$ cat config.mk
export PLATFORM = sky130hd
export DESIGN_NAME = wallace_cpa_seq
export DESIGN_NICKNAME = d
export VERILOG_FILES = /design/src/rtl/wallace_pkg.sv /design/src/rtl/cpa_chunk.sv /design/src/rtl/wallace_cpa_seq.sv
export SDC_FILE = /design/constraint.sdc
export NUM_CORES = 1
export LEC_CHECK = 0
export CAP_MARGIN = 25
export CORE_ASPECT_RATIO = 1.4
export CORE_MARGIN = 4
export CORE_UTILIZATION = 55
export CTS_CLUSTER_SIZE = 16
export DETAILED_ROUTE_END_ITERATION = 8
export PLACE_DENSITY_LB_ADDON = 0.08
export SETUP_SLACK_MARGIN = 0.4
export SYNTH_ARGS = -nofsm -noshare
export SYNTH_HDL_FRONTEND = slang
export SYNTH_SLANG_ARGS = --single-unit
$ cat constraint.sdc
create_clock -name clk -period 10.8 [get_ports clk]
set_clock_uncertainty 0.1 [all_clocks]
set_input_delay 2.16 -clock clk [delete_from_list [all_inputs] [get_ports clk]]
set_output_delay 2.16 -clock clk [all_outputs]
set_load 0.03 [all_outputs]
$ cat src/rtl/wallace_pkg.sv
// Shared types and constants for the Wallace multiplier final carry-propagate stage.
//   PROD_W       full product width
//   RES_W        width of the returned product half
//   CHUNK_W_DEF  default adder slice width per cycle
//   cpa_state_t  sequencer states
//   cpa_opnd_t   captured operand payload
//   cpa_nchunk() number of slices for a given slice width
package wallace_pkg;

    localparam int unsigned PROD_W      = 64;
    localparam int unsigned RES_W       = 32;
    localparam int unsigned CHUNK_W_DEF = 16;
    localparam int unsigned TAG_W_DEF   = 4;

    typedef enum logic [1:0] {
        IDLE = 2'd0,
        ADD  = 2'd1,
        DONE = 2'd2
    } cpa_state_t;

    typedef struct packed {
        logic [PROD_W-1:0] sum;
        logic [PROD_W-1:0] carry;
        logic              hi_sel;
    } cpa_opnd_t;

    // Slice count; chunk_w must divide PROD_W.
    function automatic int unsigned cpa_nchunk(input int unsigned chunk_w);
        return PROD_W / chunk_w;
    endfunction

endpackage

$ cat src/rtl/cpa_chunk.sv
// One W-bit ripple slice of the carry-propagate adder.
//   i_a, i_b   slice operands
//   i_cin      carry in from the previous slice
//   o_sum_c    slice sum (combinational)
//   o_cout_c   carry out of the slice (combinational)
module cpa_chunk #(
    parameter int unsigned W = 16
) (
    input  logic [W-1:0] i_a,
    input  logic [W-1:0] i_b,
    input  logic         i_cin,
    output logic [W-1:0] o_sum_c,
    output logic         o_cout_c
);

    assign {o_cout_c, o_sum_c} = {1'b0, i_a} + {1'b0, i_b} + {{W{1'b0}}, i_cin};

endmodule

$ cat src/rtl/wallace_cpa_seq.sv
// Iterative carry-propagate stage: resolves the redundant (sum, carry) pair
// from the last CSA layer into a 64-bit product, one CHUNK_W slice per cycle,
// and hands the selected 32-bit half plus RS tag to the CDB arbiter.
//   clk, rst            clock, synchronous active-high reset
//   flush               abort in-flight operation
//   in_valid/in_ready   operand handshake (sum_vec, carry_vec, hi_sel, in_tag)
//   out_valid/out_ready result handshake (result, product, out_tag)
//   out_cout            carry out of bit 63, only with WALLACE_CPA_COUT_EN
module wallace_cpa_seq
    import wallace_pkg::*;
#(
    parameter int unsigned CHUNK_W = CHUNK_W_DEF,
    parameter int unsigned TAG_W   = TAG_W_DEF
) (
    input  logic              clk,
    input  logic              rst,
    input  logic              flush,
    input  logic              in_valid,
    output logic              in_ready,
    input  logic [PROD_W-1:0] sum_vec,
    input  logic [PROD_W-1:0] carry_vec,
    input  logic              hi_sel,
    input  logic [TAG_W-1:0]  in_tag,
    output logic              out_valid,
    input  logic              out_ready,
    output logic [RES_W-1:0]  result,
    output logic [PROD_W-1:0] product,
    output logic [TAG_W-1:0]  out_tag
`ifdef WALLACE_CPA_COUT_EN
    ,
    output logic              out_cout
`endif
);

    localparam int unsigned      NCHUNK   = cpa_nchunk(CHUNK_W);
    localparam int unsigned      IDX_W    = (NCHUNK > 1) ? $clog2(NCHUNK) : 1;
    localparam logic [IDX_W-1:0] LAST_IDX = IDX_W'(NCHUNK - 1);

    cpa_state_t         r_state;
    cpa_state_t         w_state_next;
    cpa_opnd_t          r_op;
    logic [IDX_W-1:0]   r_idx;
    logic               r_carry;
    logic [PROD_W-1:0]  r_product;
    logic [PROD_W-1:0]  w_prod_next;
    logic [RES_W-1:0]   r_result;
    logic [TAG_W-1:0]   r_tag;
    logic               r_in_ready;
    logic               r_out_valid;
    logic               r_cout;
    logic [CHUNK_W-1:0] w_a;
    logic [CHUNK_W-1:0] w_b;
    logic [CHUNK_W-1:0] w_s;
    logic               w_c;
    logic               w_capture;
    logic               w_step;
    logic               w_last;

    assign w_capture = (r_state == IDLE) && in_valid && !flush;
    assign w_step    = (r_state == ADD) && !flush;
    assign w_last    = (r_idx == LAST_IDX);

    // Current slice selection; the single adder is reused for every slice.
    assign w_a = r_op.sum[r_idx*CHUNK_W +: CHUNK_W];
    assign w_b = r_op.carry[r_idx*CHUNK_W +: CHUNK_W];

    cpa_chunk #(
        .W (CHUNK_W)
    ) u_chunk (
        .i_a      (w_a),
        .i_b      (w_b),
        .i_cin    (r_carry),
        .o_sum_c  (w_s),
        .o_cout_c (w_c)
    );

    // Product with the current slice written in.
    always_comb begin
        w_prod_next = r_product;
        w_prod_next[r_idx*CHUNK_W +: CHUNK_W] = w_s;
    end

    // State register.
    always_ff @(posedge clk) begin
        if (rst) begin
            r_state <= IDLE;
        end else begin
            r_state <= w_state_next;
        end
    end

    // Next state; flush always returns to IDLE.
    always_comb begin
        w_state_next = r_state;
        unique case (r_state)
            IDLE: if (w_capture) w_state_next = ADD;
            ADD: begin
                if (flush)       w_state_next = IDLE;
                else if (w_last) w_state_next = DONE;
            end
            DONE: if (flush || out_ready) w_state_next = IDLE;
            default: w_state_next = IDLE;
        endcase
    end

    // Handshake flags registered from the next state so they are pure state decodes.
    always_ff @(posedge clk) begin
        if (rst) begin
            r_in_ready  <= 1'b1;
            r_out_valid <= 1'b0;
        end else begin
            r_in_ready  <= (w_state_next == IDLE);
            r_out_valid <= (w_state_next == DONE);
        end
    end

    // Operand capture and slice-by-slice accumulation.
    always_ff @(posedge clk) begin
        if (rst) begin
            r_op      <= '0;
            r_tag     <= '0;
            r_idx     <= '0;
            r_carry   <= 1'b0;
            r_product <= '0;
            r_result  <= '0;
            r_cout    <= 1'b0;
        end else if (w_capture) begin
            r_op      <= '{sum: sum_vec, carry: carry_vec, hi_sel: hi_sel};
            r_tag     <= in_tag;
            r_idx     <= '0;
            r_carry   <= 1'b0;
            r_product <= '0;
            r_result  <= '0;
            r_cout    <= 1'b0;
        end else if (w_step) begin
            r_product <= w_prod_next;
            r_carry   <= w_c;
            r_idx     <= r_idx + IDX_W'(1);
            if (w_last) begin
                r_result <= r_op.hi_sel ? w_prod_next[PROD_W-1:RES_W] : w_prod_next[RES_W-1:0];
                r_cout   <= w_c;
            end
        end
    end

    assign in_ready  = r_in_ready;
    assign out_valid = r_out_valid;
    assign result    = r_result;
    assign product   = r_product;
    assign out_tag   = r_tag;

`ifdef WALLACE_CPA_COUT_EN
    assign out_cout = r_cout;

    // A 32x32 unsigned product always fits in 64 bits.
    a_no_overflow: assert property (@(posedge clk) disable iff (rst)
        (r_state == DONE) |-> (r_cout == 1'b0));
`else
    logic w_unused_cout;
    assign w_unused_cout = r_cout;
`endif

endmodule

==> results.sh <==
export IMPL_ys_flop_type="dfxtp_1"
export IMPL_wirelength_um=33460
export IMPL_cp_arrival_ns=5.37
export IMPL_met3WireLength_um=2602
export IMPL_ys_warnings_count=0
export IMPL_fin_nets=1657
export IMPL_outcome="completed"
export IMPL_p_leak_nw=4.958
export IMPL_synth_largest_area_cell="dfxtp_1"
export IMPL_wl_per_cell_um=19.01
export IMPL_peakVddDrop_mv=0.1096
export IMPL_antenna_found_initial=0
export IMPL_io_pins=240
export IMPL_crit_path_max_fanout=26
export IMPL_n_antenna_cell=0
export IMPL_grt_start_max_net_pins=94
export IMPL_drive_gt1_share_pct=6.481
export IMPL_synth_area_top_cells="dfxtp_1 (43%), nand2_1 (11%), a21oi_1 (8.5%)"
export IMPL_postCtsSetupBuffers=0
export IMPL_die_y_um=174.5
export IMPL_vias=10680
export IMPL_std_cell_rows=60
export IMPL_slew_viol_final=0
export IMPL_ff2ff_setup_slack_ns=6.48
export IMPL_yosysUniqueCellTypes=69
export IMPL_utilization_pct=72.69
export IMPL_p_total_mw=1.967
export IMPL_cts_tree="done"
export IMPL_core_um2=19370
export IMPL_syn_num_nets=1483
export IMPL_seq_area_frac_synth_pct=43.38
export IMPL_worst_hold_path_endpoint="r_op[125]"
export IMPL_track_usage_pct=28.47
export IMPL_syn2layout_area_growth_pct=29.26
export IMPL_worstSetupPathType="input port to register"
export IMPL_ctsHoldBuffers=0
export IMPL_die_x_um=126.9
export IMPL_timing_rr_end="product[46]"
export IMPL_r2r_start="r_idx[0]"
export IMPL_finalSetupViolCount=0
export IMPL_met1Wirelength_um=12660
export IMPL_ys_seq_elements=236
export IMPL_syn_area_per_cell_um2=8.239
export IMPL_ant_nets=0
export IMPL_routed_top_layer="met4"
export IMPL_fillers=1548
export IMPL_ff2ff_path_depth=10
export IMPL_grt_pass1_wl_um=51610
export IMPL_synth_top_area_share_pct=43.38
export IMPL_max_slew_margin_pct=34.07
export IMPL_ys_async_sr_fraction_pct=0
export IMPL_drtPass1Iterations=6
export IMPL_clockBufferDepth=3
export IMPL_finalSetupTns_ns=0
export IMPL_worstHoldPathType="register to register"
export IMPL_period_share_pct=46.44
export IMPL_min_period_ns=5.015
export IMPL_pre_cts_ws_ns=5.379
export IMPL_cts_sinks=236
export IMPL_io_buffers=239
export IMPL_die_area_um2=22150
export IMPL_grt_pass1_vias=9993
export IMPL_cts_buffers=23
export IMPL_clock_latency_ns=0.52
export IMPL_fin_ws_ns=5.785
export IMPL_worst_ep_required_time_ns=11.16
export IMPL_hold_depth=2
export IMPL_hold_violations=0
export IMPL_cts_resized_gates=0
export IMPL_worst_pin_slew_ns=0.9861
export IMPL_drt_initial_drc_count=1036
export IMPL_cts_reportedPaths_clkPinSlew_ns=0.07
export IMPL_drc=0
export IMPL_cp_start_kind="input port"
export IMPL_whs_ns=0.3517
export IMPL_place_congestion=0.9338
export IMPL_synth_cells=1322
export IMPL_synth_edff_count=0
export IMPL_syn_cell_area_um2=10890
export IMPL_critPathCaptureType="register"
export IMPL_rsz0062_at_grt="false"
export IMPL_max_freq_mhz=199.4
export IMPL_htree_num_levels=1
export IMPL_vias_per_cell=6.067
export IMPL_pwr_density_cell_nw_per_um2=139.7
export IMPL_cts_root_buf="clkbuf_16"
export IMPL_hpwl_um=23670
export IMPL_dr_wl_met2_um=16620
export IMPL_initial_core_util_pct=56.23
export IMPL_overflow=0
export IMPL_hp_start="r_op[125]"
export IMPL_maxCapViolations=0
[per-layer routing]
layer | global-route usage [%] | vias to the layer above
li1 | - | 5031
met1 | 34.27 | 5010
met2 | 49.49 | 533
met3 | 4.457 | 104
met4 | 13.24 | 0
met5 | 0 | -
[Yosys cell counts (all sizes together) (3+ instances only)]
cell	count
or2	3
a32oi	4
nand2b	6
dfxtp	236
o32ai	5
nand3	26
a221o	4
and2	3
nor3	24
or3	3
or4b	4
o22ai	14
a21oi	186
o31ai	4
clkbuf	78
o21ai	30
nor2b	7
a2bb2oi	4
xor2	4
ha	21
mux4	32
a22oi	38
inv	25
nand2	325
a221oi	16
a211oi	16
and3	6
a21o	14
nand3b	3
o211ai	11
buf	23
a22o	4
a31oi	7
a32o	4
nor2	99
[critical path: stages]
cell and delay, ns:
clkdlybuf4s50_1 0.53, nor2_1 0.24, nand3_1 0.71, nor2_1 1.01, nand2_1 0.14, or4_1 0.48, nand3_1 0.09
[kinds of logic (layout without fill, tap and decap cells)]
kind of cell    after synthesis  in the layout  synth area share, %
compound gates              382            382                22.33
xor+xnor                      5              5               0.4020
fa+ha+maj                    23             23                2.780
buf+inv                     126            316                4.538
flops                       236            236                43.38
mux                          34             34                6.801
simple gates                516            516                19.77
[registers in the layout, indices dropped and copies added, names as in the netlist]
signal and cells:
r_op 129, product 64, result 32, out_tag 4, r_idx 2, r_state 2, in_ready 1, out_valid 1
r_carry 1
[stage by stage]
step                cell area, um^2  std cells
floorplan                     10890       1322
global placement              13290       1719
detailed placement            13290       1719
CTS                           14080       1760
global route                  14080       1760
finish                        14080       1760
[cell usage in the layout, fill, tap and decap left out, types with 5 or more instances in the layout]
master           instances
a221oi_1                15
ha_1                    21
a21oi_1                184
a21o_1                  14
nand2b_1                 5
dfxtp_1                234
nand2_1                325
o22ai_1                 14
inv_1                   25
o211ai_1                 9
a31oi_1                  7
buf_4                   12
a211oi_1                16
nor2b_1                  7
mux4_2                  32
o21ai_0                 28
nand3_1                 26
clkbuf_8                 8
clkdlybuf4s50_1        238
nor3_1                  23
clkbuf_16               23
a22oi_1                 38
nor2_1                  99
and3_1                   6
o32ai_1                  5
[layout make-up]
cell class / count / area [um^2] / share of cell area, %
multi-input cells: 960 / 5685 / 40.38
flip-flops and latches: 236 / 4727 / 33.58
repair buffers: 250 / 2472 / 17.56
clock buffers: 34 / 696.9 / 4.950
well taps: 248 / 310.3 / 2.204
inverters: 25 / 93.84 / 0.6665
clock inverters: 7 / 92.59 / 0.6577
[power breakdown]
part	switching, mW	leakage [nW]	internal [mW]	total [mW]
registers	0.0133	1.92	0.896	0.909
logic	0.125	2.65	0.0988	0.224
clock network	0.340	0.394	0.495	0.834
[worst max-delay path by stage]
stage	cells past startpoint	slack [ns]	to	startpoint
2_1_floorplan	11	6.94	result[8]	r_idx[1]
5_1_grt	7	5.53	result[13]	flush
6_report	7	5.78	result[13]	flush
3_5_place_dp	7	5.38	result[13]	flush
3_3_place_gp	7	5.40	result[13]	flush
4_1_cts	7	5.90	result[13]	flush
No activity file was read; power rests on OpenSTA's default activity.
